==> config.mk <==
export PLATFORM = sky130hd
export DESIGN_NAME = spi_reg_follower
export DESIGN_NICKNAME = d
export VERILOG_FILES = /design/src/rtl/spi_reg_follower.sv
export SDC_FILE = /design/constraint.sdc
export NUM_CORES = 1
export LEC_CHECK = 0
export CORE_MARGIN = 2
export CORE_UTILIZATION = 53
export CTS_CLUSTER_DIAMETER = 80
export CTS_CLUSTER_SIZE = 16
export DETAILED_ROUTE_END_ITERATION = 8
export GPL_ROUTABILITY_DRIVEN = 1
export PLACE_DENSITY = 0.8
export SLEW_MARGIN = 20
export SYNTH_ARGS = -nofsm -noshare
export SYNTH_HDL_FRONTEND = slang
export SYNTH_SLANG_ARGS = --single-unit
==> constraint.sdc <==
create_clock -name sys_clk -period 2.9 [get_ports sys_clk]
set_input_delay 0.87 -clock sys_clk [delete_from_list [all_inputs] [get_ports sys_clk]]
set_output_delay 0.87 -clock sys_clk [all_outputs]
set_load 0.005 [all_outputs]
==> src/rtl/spi_reg_follower.sv <==
// rtl/spi_reg_follower.sv - SPI mode-0 responder mapping frames onto a register file
// Optional macro SPI_REG_STATUS_EN: status byte {err_sticky, 3'b000, frame_cnt} shifted out during CMD.
module spi_reg_follower #(
    parameter int DATA_LEN = 8,
    parameter int NUM_REGS = 16,
    parameter int ADDR_W   = 7
) (
    input  logic                         sys_clk,
    input  logic                         rst_n,
    input  logic                         sclk,
    input  logic                         cs,
    input  logic                         mosi,
    output logic                         miso,
    output logic [NUM_REGS*DATA_LEN-1:0] regs_flat,
    output logic                         wr_pulse,
    output logic [ADDR_W-1:0]            wr_addr,
    output logic                         frame_err,
    output logic                         busy
);
    localparam int IW = $clog2(NUM_REGS);
    localparam int BW = $clog2(DATA_LEN);

    typedef enum logic [1:0] {S_IDLE, S_CMD, S_WR, S_RD} state_t;

    state_t               state_q, state_d;
    logic                 sclk_m_q, sclk_s_q, sclk_p_q;
    logic                 cs_m_q, cs_s_q, cs_p_q;
    logic                 mosi_m_q, mosi_s_q;
    logic [1:0]           vld_q;
    logic                 armed_q, armed_d;
    logic [BW-1:0]        bit_cnt_q, bit_cnt_d;
    logic [DATA_LEN-1:0]  rx_q, rx_d, tx_q, tx_d;
    logic [ADDR_W-1:0]    addr_q, addr_d, wr_addr_q, wr_addr_d;
    logic                 miso_q, miso_d, wr_pulse_q, wr_pulse_d, frame_err_q, frame_err_d;
    logic [DATA_LEN-1:0]  regs_q [NUM_REGS];
    logic [DATA_LEN-1:0]  regs_d [NUM_REGS];

    logic                 sclk_rise, sclk_fall, cs_fall, cs_rise, byte_done;
    logic [DATA_LEN-1:0]  rx_byte, rd_data, status;
    logic [ADDR_W-1:0]    addr_inc, rd_addr;

`ifdef SPI_REG_STATUS_EN
    logic [3:0]           frame_cnt_q, frame_cnt_d;
    logic                 err_q, err_d;
    assign status = {err_q, {(DATA_LEN-5){1'b0}}, frame_cnt_q};
`else
    assign status = '0;
`endif

    assign sclk_rise = sclk_s_q & ~sclk_p_q;
    assign sclk_fall = ~sclk_s_q & sclk_p_q;
    // A falling cs only starts a frame once cs has genuinely been seen high after reset.
    assign cs_fall   = ~cs_s_q & cs_p_q & armed_q;
    assign cs_rise   = cs_s_q & ~cs_p_q;
    assign byte_done = sclk_rise && (bit_cnt_q == BW'(DATA_LEN-1));
    assign rx_byte   = {rx_q[DATA_LEN-2:0], mosi_s_q};
    assign addr_inc  = (addr_q == ADDR_W'(NUM_REGS-1)) ? '0 : addr_q + 1'b1;
    assign rd_addr   = (state_q == S_CMD) ? rx_byte[ADDR_W-1:0] : addr_inc;
    assign rd_data   = ({1'b0, rd_addr} < (ADDR_W+1)'(NUM_REGS)) ? regs_q[rd_addr[IW-1:0]] : '0;

    always_comb begin
        state_d     = state_q;
        armed_d     = armed_q | (vld_q[1] & cs_s_q);
        bit_cnt_d   = bit_cnt_q;
        rx_d        = rx_q;
        tx_d        = tx_q;
        addr_d      = addr_q;
        wr_addr_d   = wr_addr_q;
        miso_d      = miso_q;
        wr_pulse_d  = 1'b0;
        frame_err_d = 1'b0;
        regs_d      = regs_q;
`ifdef SPI_REG_STATUS_EN
        frame_cnt_d = frame_cnt_q;
        err_d       = err_q;
`endif
        if (state_q == S_IDLE) begin
            if (cs_fall) begin
                state_d   = S_CMD;
                bit_cnt_d = '0;
                // First status bit must be on miso before the first sampling edge.
                miso_d    = status[DATA_LEN-1];
                tx_d      = {status[DATA_LEN-2:0], 1'b0};
            end
        end else begin
            if (sclk_rise) begin
                rx_d      = rx_byte;
                bit_cnt_d = bit_cnt_q + 1'b1;
            end
            if (byte_done) begin
                bit_cnt_d = '0;
                case (state_q)
                    S_CMD: begin
                        addr_d  = rx_byte[ADDR_W-1:0];
                        state_d = rx_byte[DATA_LEN-1] ? S_RD : S_WR;
                        if (rx_byte[DATA_LEN-1]) tx_d = rd_data;
`ifdef SPI_REG_STATUS_EN
                        err_d   = 1'b0;
`endif
                    end
                    S_WR: begin
                        if ({1'b0, addr_q} < (ADDR_W+1)'(NUM_REGS)) begin
                            regs_d[addr_q[IW-1:0]] = rx_byte;
                            wr_pulse_d             = 1'b1;
                            wr_addr_d              = addr_q;
                        end
                        addr_d = addr_inc;
                    end
                    default: begin
                        addr_d = addr_inc;
                        tx_d   = rd_data;
                    end
                endcase
            end
            if (sclk_fall) begin
                miso_d = tx_q[DATA_LEN-1];
                tx_d   = {tx_q[DATA_LEN-2:0], 1'b0};
            end
            // Frame end is applied after any byte completing in the same cycle.
            if (cs_rise) begin
                state_d     = S_IDLE;
                miso_d      = 1'b0;
                frame_err_d = (bit_cnt_d != '0);
`ifdef SPI_REG_STATUS_EN
                frame_cnt_d = frame_cnt_q + 1'b1;
                if (frame_err_d) err_d = 1'b1;
`endif
            end
        end
    end

    always_ff @(posedge sys_clk or negedge rst_n) begin
        if (!rst_n) begin
            state_q     <= S_IDLE;
            sclk_m_q    <= 1'b0;
            sclk_s_q    <= 1'b0;
            sclk_p_q    <= 1'b0;
            cs_m_q      <= 1'b1;
            cs_s_q      <= 1'b1;
            cs_p_q      <= 1'b1;
            mosi_m_q    <= 1'b0;
            mosi_s_q    <= 1'b0;
            vld_q       <= '0;
            armed_q     <= 1'b0;
            bit_cnt_q   <= '0;
            rx_q        <= '0;
            tx_q        <= '0;
            addr_q      <= '0;
            wr_addr_q   <= '0;
            miso_q      <= 1'b0;
            wr_pulse_q  <= 1'b0;
            frame_err_q <= 1'b0;
            regs_q      <= '{default: '0};
`ifdef SPI_REG_STATUS_EN
            frame_cnt_q <= '0;
            err_q       <= 1'b0;
`endif
        end else begin
            state_q     <= state_d;
            sclk_m_q    <= sclk;
            sclk_s_q    <= sclk_m_q;
            sclk_p_q    <= sclk_s_q;
            cs_m_q      <= cs;
            cs_s_q      <= cs_m_q;
            cs_p_q      <= cs_s_q;
            mosi_m_q    <= mosi;
            mosi_s_q    <= mosi_m_q;
            vld_q       <= {vld_q[0], 1'b1};
            armed_q     <= armed_d;
            bit_cnt_q   <= bit_cnt_d;
            rx_q        <= rx_d;
            tx_q        <= tx_d;
            addr_q      <= addr_d;
            wr_addr_q   <= wr_addr_d;
            miso_q      <= miso_d;
            wr_pulse_q  <= wr_pulse_d;
            frame_err_q <= frame_err_d;
            regs_q      <= regs_d;
`ifdef SPI_REG_STATUS_EN
            frame_cnt_q <= frame_cnt_d;
            err_q       <= err_d;
`endif
        end
    end

    for (genvar i = 0; i < NUM_REGS; i++) begin : g_flat
        assign regs_flat[i*DATA_LEN +: DATA_LEN] = regs_q[i];
    end

    assign miso      = miso_q;
    assign wr_pulse  = wr_pulse_q;
    assign wr_addr   = wr_addr_q;
    assign frame_err = frame_err_q;
    assign busy      = (state_q != S_IDLE);
endmodule

**Word-level counts from Yosys, hierarchy flattened**

Index checks and enable logic that the tools add are counted.

- $add $sub $neg: 2
- Order comparisons: 5
- Eq/ne operators: 7
- Mux-type cells: 36
- Bitwise logic cells: 14
- Reduce and logical (&&, ||, !) cells: 15

Operator list:

| operator | number |
|---|---|
| $bwmux 128 | 1 |
| $mux 8 | 9 |
| $bmux 8 s4 | 1 |
| $demux 8 s4 | 1 |
| $pmux 8 s2 | 1 |
| $mux 3 | 5 |
| $reduce_bool 3->1 | 5 |
| $lt 7x5->1 const B | 2 |
| $mux 7 | 2 |
| $mux 1 | 11 |
| $ge 5x5->1 const B | 2 |
| $mux 2 | 5 |
| $not 4->5 | 2 |
| $reduce_and 4->1 | 2 |
| $add 7x1->7 const B | 1 |
| $eq 7x4->1 const B | 1 |
| $and 1x1->1 | 6 |
| $reduce_and 2->1 | 3 |
| $lt 5x1->1 const B | 1 |
| $not 1->1 | 5 |
| $ne 4x3->1 const B | 1 |
| $add 3x1->3 const B | 1 |
| $eq 3x3->1 const B | 1 |
| $ne 3x3->1 const B | 1 |
| other kinds (8) | 9 |

- Flip-flop bits (word level): 176
- Input bits: 5
- Output and inout port bits: 139
- Logic and storage cells: 114

**Depth between registers and ports, before layout**

Gate-level depths: netlist of the first run.

- Depth after elaboration: 13
- Depth in mapped cells: 12
- Depth with buffers taken out: 9

**Least setup slack after synthesis of the first run**

No wires, ideal clock.

- Kind: register to register
- Start: reg addr_q[0]
- End: reg tx_q[6]
- Library setup time: 0.126 ns
- Arrival: 2.372 ns
- Required time: 2.774 ns
- Slack: 0.402 ns
- Cell stages (with the launch flop): 11
- Path buffers: 2
- Period minus slack after synthesis: 2.498 ns
- Cells stage by stage: dfrtp_1 -> ha_1 -> buf_2 -> and3_4 -> a211oi_4 -> or2_1 -> buf_6 -> mux2_1 -> o22ai_1 -> a211oi_1 -> a221o_1

- Cells in the longest elaborated chain, start to end: 13
- Elaborated cells between the ends (all ways): 15
- Those cells by class: add/sub: 1; order compare: 1; eq/ne: 1; mux: 11; bitwise: 1

Ends and longest elaborated chain:

| item | RTL line | RTL |
|---|---|---|
| start: declaration | 33 | `logic [ADDR_W-1:0] addr_q, addr_d, wr_addr_q, wr_addr_d;` |
| start signal: assignment | 173 | `addr_q <= addr_d;` |
| $add 7x1->7 or $eq 7x4->1 (tied branches) | 57 | `assign addr_inc = (addr_q == ADDR_W'(NUM_REGS-1)) ? '0 : addr_q + 1'b1;` |
| $mux 7 (*) | 57 |  |
| $mux 7 (*) | 58 | `assign rd_addr = (state_q == S_CMD) ? rx_byte[ADDR_W-1:0] : addr_inc;` |
| $not 4->5 (not written as such) | 59 | `assign rd_data = ({1'b0, rd_addr} < (ADDR_W+1)'(NUM_REGS)) ? regs_q[rd_addr[IW-1:0]] : '0;` |
| $bmux 8 s4 | 59 |  |
| $mux 8 (not written as such) (2 in a row) | 59 |  |
| $mux 8 (*) | 59 |  |
| $mux 8 | 96 | `if (rx_byte[DATA_LEN-1]) tx_d = rd_data;` |
| $pmux 8 s2 (*) | 92 | `case (state_q)` |
| $mux 8 (*) | 90 | `if (byte_done) begin` |
| $mux 8 (*) | 115 | `if (sclk_fall) begin` |
| $mux 8 (*) | 77 | `if (state_q == S_IDLE) begin` |
| end signal: assignment | 172 | `tx_q <= tx_d;` |
| end: declaration | 32 | `logic [DATA_LEN-1:0] rx_q, rx_d, tx_q, tx_d;` |

Every way passes the cells marked *; elsewhere a longest branch is shown, timed or not. The select of a mux whose other input is x is not followed.
A chain may end at the register's enable or synchronous reset.

**Final worst setup path of the first run**

- Start: reg addr_q[1]
- End: reg tx_q[5]

Same word-level chain as after synthesis.

==> impl_metrics.json, run 1 <==
{
  "design_area_um2": 10600,
  "start_util": 0.542,
  "multi_input_area_um2": 3560,
  "hp-class": "reg2reg",
  "die_x_um": 128,
  "vias_per_cell": 6.05,
  "placed_area_um2": 9950,
  "power.switching_uw": 2360,
  "routabilityCongestion": 0.955,
  "nFillCells": 1039,
  "rrSetupSlack_ns": 0.13,
  "antenna_found_initial": 0,
  "power.density_nw_per_um2": 674,
  "grt_pass1_vias": 6415,
  "required_ns": 3.19,
  "rsz0062_at_grt": "no",
  "layout.nets": 850,
  "synth_cell_type_count": 59,
  "dp_hpwl_um": 16300,
  "grt_overflow": 0,
  "cts-root-buf": "clkbuf_16",
  "routed_wl_um": 23200,
  "cts_resized": 0,
  "num_antenna_cells": 0,
  "ys_dominant_reg_cell": "dfrtp_1",
  "holdPathStages": 0,
  "num_io_pins": 144,
  "syn_inst": 684,
  "drv_cap": 0,
  "finalHoldViolations": 0,
  "insertion_delay_ns": 0.43,
  "worstPathArrival_ns": 3.06,
  "setup_tns_ns": 0,
  "final-seq-area_um2": 4410,
  "grt_pass1_wl_um": 36000,
  "power_frac_clock": 0.346,
  "seqPwrFrac": 0.379,
  "cts_tree": "yes",
  "antenna_left": 0,
  "drc_errors": 0,
  "fin_crit_ns": 2.77,
  "io_buffers": 143,
  "r2r_cells": 9,
  "slowest_delay_ns": 0.43,
  "critPathMaxFanout": 12,
  "timing.slew.headroom": 0.504,
  "switching_share": 0.331,
  "clkTransAtPathRegs_ns": 0.07,
  "synth-edff-count": 0,
  "vias": 6294,
  "worstPathCellList": "ha_1 -> and3_4 -> a211oi_4 -> or2_2 -> buf_4 -> mux2_1 -> o22a_1 -> nand4_1 -> o211ai_1",
  "r2r_start": "addr_q[1]",
  "syn_nets": 695,
  "clkSinkCount": 176,
  "synth_area_leaders": "dfrtp_1, mux2_2, nand2_1",
  "post_drt_wl_per_cell_um": 22.4,
  "timing.rr.end": "tx_q[5]",
  "fin_crit_sh": 0.955,
  "leakagePower_uw": 0.00488,
  "fin_cells": 1040,
  "die_area_um2": 16500,
  "p_comb_frac": 0.275,
  "p_int_uw": 4780,
  "clockBufferDepth": 2,
  "max_freq_mhz": 361,
  "cts_made_buffers": 17,
  "drt_iter0_drc": 572,
  "holdBufCountCts": 0,
  "drive_above_1_share": 0.266,
  "synth.largest_area_cell": "dfrtp_1",
  "grt_max_degree": 63,
  "synth_area_per_cell_um2": 12.0,
  "crit_slowest_cell": "dfrtp_1",
  "area_growth_pct": 29.0,
  "crit_path_end_kind": "register",
  "syn-cell-area_um2": 8210,
  "async_reset_ff_frac": 1.00,
  "synth-seq-cells": 176,
  "fin_skew_ns": 0.00882,
  "synth_top_area_share": 0.527,
  "cp-start-kind": "register",
  "worstSetupEndpoint": "tx_q[5]",
  "synth_most_common_cell": "dfrtp_1",
  "first_pass_iters": 5,
  "synthTopCellsByCount": "dfrtp_1, mux2_2, nand2_1",
  "crit_start": "addr_q[1]",
  "htree_levels": 4,
  "fp.dieH_um": 128,
  "cts_setup_buffers": 0,
  "crit_type": "reg2reg",
  "yosysSeqAreaShare": 0.537,
  "outcome": "complete, no violations",
  "setup_viol": 0,
  "core_area_um2": 15100,
  "rows": 45,
  "drv_slew": 0,
  "grt_usage": 0.290,
  "vdd_ir_drop_max_mv": 0.614,
  "synth_warnings": 0,
  "placed_cells": 1008,
  "max_slew.worst_pin.slew_ns": 0.740
}
-- sequential cells by signal (all words and copies together) (netlist names), 2 cells and up --
register / flops
regs_flat: 128
tx_q: 8
addr_q: 7
rx_q: 7
wr_addr: 7
bit_cnt_q: 3
state_q: 2
vld_q: 2
-- critical path: cells and delay by family, from the launching register on --
family                   cells  cell delay, ns
AO/OA/AOI/OAI                3            0.62
buffers and inverters        1            0.24
adder cells (fa/ha/maj)      1            0.33
multiplexers                 1            0.37
AND/OR/NAND/NOR              3            0.62
flip-flops                   1            0.43
-- kinds of logic (layout without fill, tap and decap cells) --
kind of cell	count (synthesis)	after routing	synth area share
compound gates	73	73	0.0679
fa+ha+maj	6	6	0.00914
other cells	1	1	0.000457
buf+inv	48	216	0.0311
mux	172	172	0.233
xor+xnor	3	3	0.00320
flops	176	176	0.537
simple gates	205	205	0.119
-- routing by layer --
metal  part of all wire  GRT usage  vias to the layer above
li1                   -          -                     2757
met1               0.43      0.389                     3198
met2               0.48      0.472                      277
met3              0.058     0.0503                       62
met4              0.029      0.120                        0
met5                  0          0                        -
-- metrics by stage --
stage / hold WS [ns] / util / power (uW) / setup WS [ns]
6_report: 0.347 / 0.699 / 7140 / 0.131
5_1_grt: 0.360 / 0.699 / 7400 / 0.0457
4_1_cts: 0.352 / 0.699 / 7110 / 0.147
3_5_place_dp: 0.340 / 0.657 / 4650 / 0.197
3_3_place_gp: 0.332 / 0.657 / 4610 / 0.218
2_1_floorplan: 0.331 / - / 3990 / 0.402
-- power groups by stage --
stage               registers [uW]  logic [uW]  clock network, uW
floorplan                     2680        1310                  0
global placement              2730        1880                  0
detailed placement            2740        1910                  0
CTS                           2700        1930               2490
global route                  2720        2090               2590
finish                        2710        1970               2470
-- worst min path at each step --
stage                         from       end
after floorplan           mosi_m_q  mosi_s_q
after global placement    vld_q[0]  vld_q[1]
after detailed placement  vld_q[0]  vld_q[1]
after CTS                 vld_q[0]  vld_q[1]
after global routing        cs_m_q    cs_s_q
final                     vld_q[0]  vld_q[1]
-- layout make-up --
type                            count  share of cell area
Clock buffer                       20              0.0431
Clock inverter                     12              0.0171
Inverter                            6             0.00213
Multi-Input combinational cell    460               0.336
Sequential cell                   176               0.416
Tap cell                          188              0.0222
Timing Repair Buffer              178               0.164
-- layout by cell type, fill, tap and decap left out, types with 3 or more instances in the layout --
cell type / n
nor3_1: 5
and3_1: 14
mux2_1: 6
a21oi_1: 6
ha_1: 6
and2_1: 8
dfrtp_1: 173
a22o_1: 4
nor2_1: 15
nand2_1: 105
o22a_1: 6
inv_1: 5
nand3_1: 20
o32a_1: 6
mux2_2: 146
inv_6: 3
o211ai_1: 6
dfstp_2: 3
buf_4: 32
clkdlybuf4s50_1: 142
a32o_1: 3
nand4_1: 13
buf_12: 3
bufinv_16: 4
mux2i_1: 20
a22oi_1: 8
nor2b_1: 9
a221o_1: 3
clkbuf_16: 17
o21ai_0: 16
(Power assumes the default switching activity.)
==> inputs of run 2 (changes only) <==
--- a/config.mk
+++ b/config.mk
@@ -5,6 +5,7 @@
 export SDC_FILE = /design/constraint.sdc
 export NUM_CORES = 1
 export LEC_CHECK = 0
+export CAP_MARGIN = 30
 export CORE_MARGIN = 2
 export CORE_UTILIZATION = 53
 export CTS_CLUSTER_DIAMETER = 80
@@ -12,6 +13,7 @@
 export DETAILED_ROUTE_END_ITERATION = 8
 export GPL_ROUTABILITY_DRIVEN = 1
 export PLACE_DENSITY = 0.8
+export SETUP_SLACK_MARGIN = 0.1
 export SLEW_MARGIN = 20
 export SYNTH_ARGS = -nofsm -noshare
 export SYNTH_HDL_FRONTEND = slang
==> run 2 against run 1 <==
Against the previous run: power is essentially flat; clock-buffer cell count is the same; via count grew 0.19%; clock skew shrank 0.00066 ns; first-iteration DRC count grew 6.6%; critical path depth shrank 6; global-route usage is the same; die area is the same; cell count is the same; fmax grew 1.8%; combinational power is essentially flat; critical endpoint is now busy; highest routed layer unchanged.
==> impl_metrics.json, run 2 (synthesis gave the netlist of run 1 again) <==
{
  "cts-root-buf": "clkbuf_16",
  "hp-start": "vld_q[0]",
  "start_util": 0.542,
  "num_antenna_cells": 0,
  "clockBufferDepth": 2,
  "clkTransAtPathRegs_ns": 0.06,
  "drt_iter0_drc": 610,
  "worst_hold_path.endpoint": "vld_q[1]",
  "largest_reg_flops": 128,
  "leakagePower_uw": 0.00487,
  "vias_per_cell": 6.06,
  "nFillCells": 1038,
  "multi_input_area_um2": 3560,
  "power_frac_clock": 0.346,
  "insertion_delay_ns": 0.43,
  "timing.slew.headroom": 0.513,
  "cp-start-kind": "register",
  "first_pass_iters": 5,
  "grt_usage": 0.290,
  "seqPwrFrac": 0.379,
  "post_drt_wl_per_cell_um": 22.3,
  "layout_commonest_cell": "dfrtp_1",
  "antenna_found_initial": 0,
  "rows": 45,
  "final_cell_mix": "dfrtp_1, mux2_2, clkdlybuf4s50_1",
  "grt_overflow": 0,
  "die_x_um": 128,
  "hp-class": "reg2reg",
  "setup_viol": 0,
  "finalHoldViolations": 0,
  "power.switching_uw": 2350,
  "crit_slowest_cell": "dfrtp_1",
  "vdd_ir_drop_max_mv": 0.613,
  "crit_path_end_kind": "output pin",
  "core_area_um2": 15100,
  "r2r_cells": 9,
  "final-seq-area_um2": 4410,
  "holdBufCountCts": 0,
  "rrSetupSlack_ns": 0.27,
  "max_freq_mhz": 368,
  "io_buffers": 143,
  "power.density_nw_per_um2": 673,
  "drv_slew": 0,
  "vias": 6306,
  "num_io_pins": 144,
  "critPathMaxFanout": 9,
  "cts_tree": "yes",
  "p_int_uw": 4780,
  "r2r_start": "addr_q[1]",
  "area_growth_pct": 29.0,
  "routed_wl_um": 23200,
  "fin_skew_ns": 0.00816,
  "timing.rr.end": "tx_q[5]",
  "htree_levels": 4,
  "drv_cap": 0,
  "required_ns": 2.03,
  "placed_cells": 1008,
  "clkSinkCount": 176,
  "setup_tns_ns": 0,
  "worstPathCellList": "nor2_2 -> inv_1 -> clkdlybuf4s50_1",
  "holdPathStages": 0,
  "fin_crit_ns": 2.72,
  "p_comb_frac": 0.275,
  "crit_type": "reg2out",
  "rsz0062_at_grt": "no",
  "grt_pass1_vias": 6415,
  "fin_util": 0.700,
  "fin_crit_sh": 0.938,
  "cts_made_buffers": 17,
  "grt_max_degree": 63,
  "slowest_delay_ns": 0.48,
  "layout.nets": 850,
  "antenna_left": 0,
  "worstPathArrival_ns": 1.85,
  "drive_above_1_share": 0.269,
  "max_slew.worst_pin.slew_ns": 0.727,
  "drc_errors": 0,
  "die_area_um2": 16500,
  "dp_hpwl_um": 16300,
  "outcome": "complete, no violations",
  "switching_share": 0.330,
  "grt_pass1_wl_um": 36000,
  "fin_cells": 1040,
  "fp.dieH_um": 128,
  "routabilityCongestion": 0.955
}
## run 2: cell count changes in the layout (fill, tap and decap cells not counted)
cell / delta
and2_2: +1
ha_1: -1
and2_1: -1
ha_2: +1
or2_4: +1
or2_2: -1
## run 2: repair_timing
item,4_1_cts,5_1_grt
resized for setup,0,4
setup endpoints to repair,0,11
buffers inserted,0,0
## run 2: power by group through the flow
stage | Sequential [uW] | Combinational [uW] | Clock, uW
6_report | 2710 | 1960 | 2470
3_3_place_gp | 2730 | 1880 | 0
2_1_floorplan | 2680 | 1310 | 0
4_1_cts | 2700 | 1930 | 2490
3_5_place_dp | 2740 | 1910 | 0
5_1_grt | 2720 | 2100 | 2590
## run 2: worst max path at each step
stage	startpoint	endpoint	slack (ns)	cells past startpoint
after CTS	addr_q[1]	tx_q[5]	0.15	9
after global placement	addr_q[1]	tx_q[4]	0.22	9
after floorplan	addr_q[0]	tx_q[6]	0.40	10
after detailed placement	addr_q[1]	tx_q[5]	0.20	9
after global routing	bit_cnt_q[0]	regs_flat[45]	0.09	9
final	state_q[1]	busy	0.18	3
## run 2: worst max-delay path: cells and delay by family, from the launching register on
family                 cells  cell delay, ns
buffers and inverters      2            0.60
DFF                        1            0.48
and+or+nand+nor            1            0.34
## run 2: final cells by class
cell class | instances | area share
Clock inverter | 12 | 0.0171
Clock buffer | 20 | 0.0431
Inverter | 6 | 0.00212
Sequential cell | 176 | 0.416
Timing Repair Buffer | 178 | 0.163
Tap cell | 188 | 0.0222
Multi-Input combinational cell | 460 | 0.336
## run 2: through the flow
stage	hold WS (ns)	setup slack, ns	power [uW]	instance area (um2)
floorplan	0.331	0.402	3990	8210
global placement	0.332	0.218	4610	9950
detailed placement	0.340	0.197	4650	9950
CTS	0.352	0.147	7110	10600
global route	0.360	0.0948	7410	10600
finish	0.347	0.180	7140	10600
## run 2: per-layer routing
layer  part of all wire  routed length, um  vias up  track usage
li1                   -                  -     2748            -
met1               0.42               9860     3201        0.389
met2               0.48              11200      291        0.472
met3              0.059               1380       66       0.0503
met4              0.032                732        0        0.120
met5                  0                  0        -            0
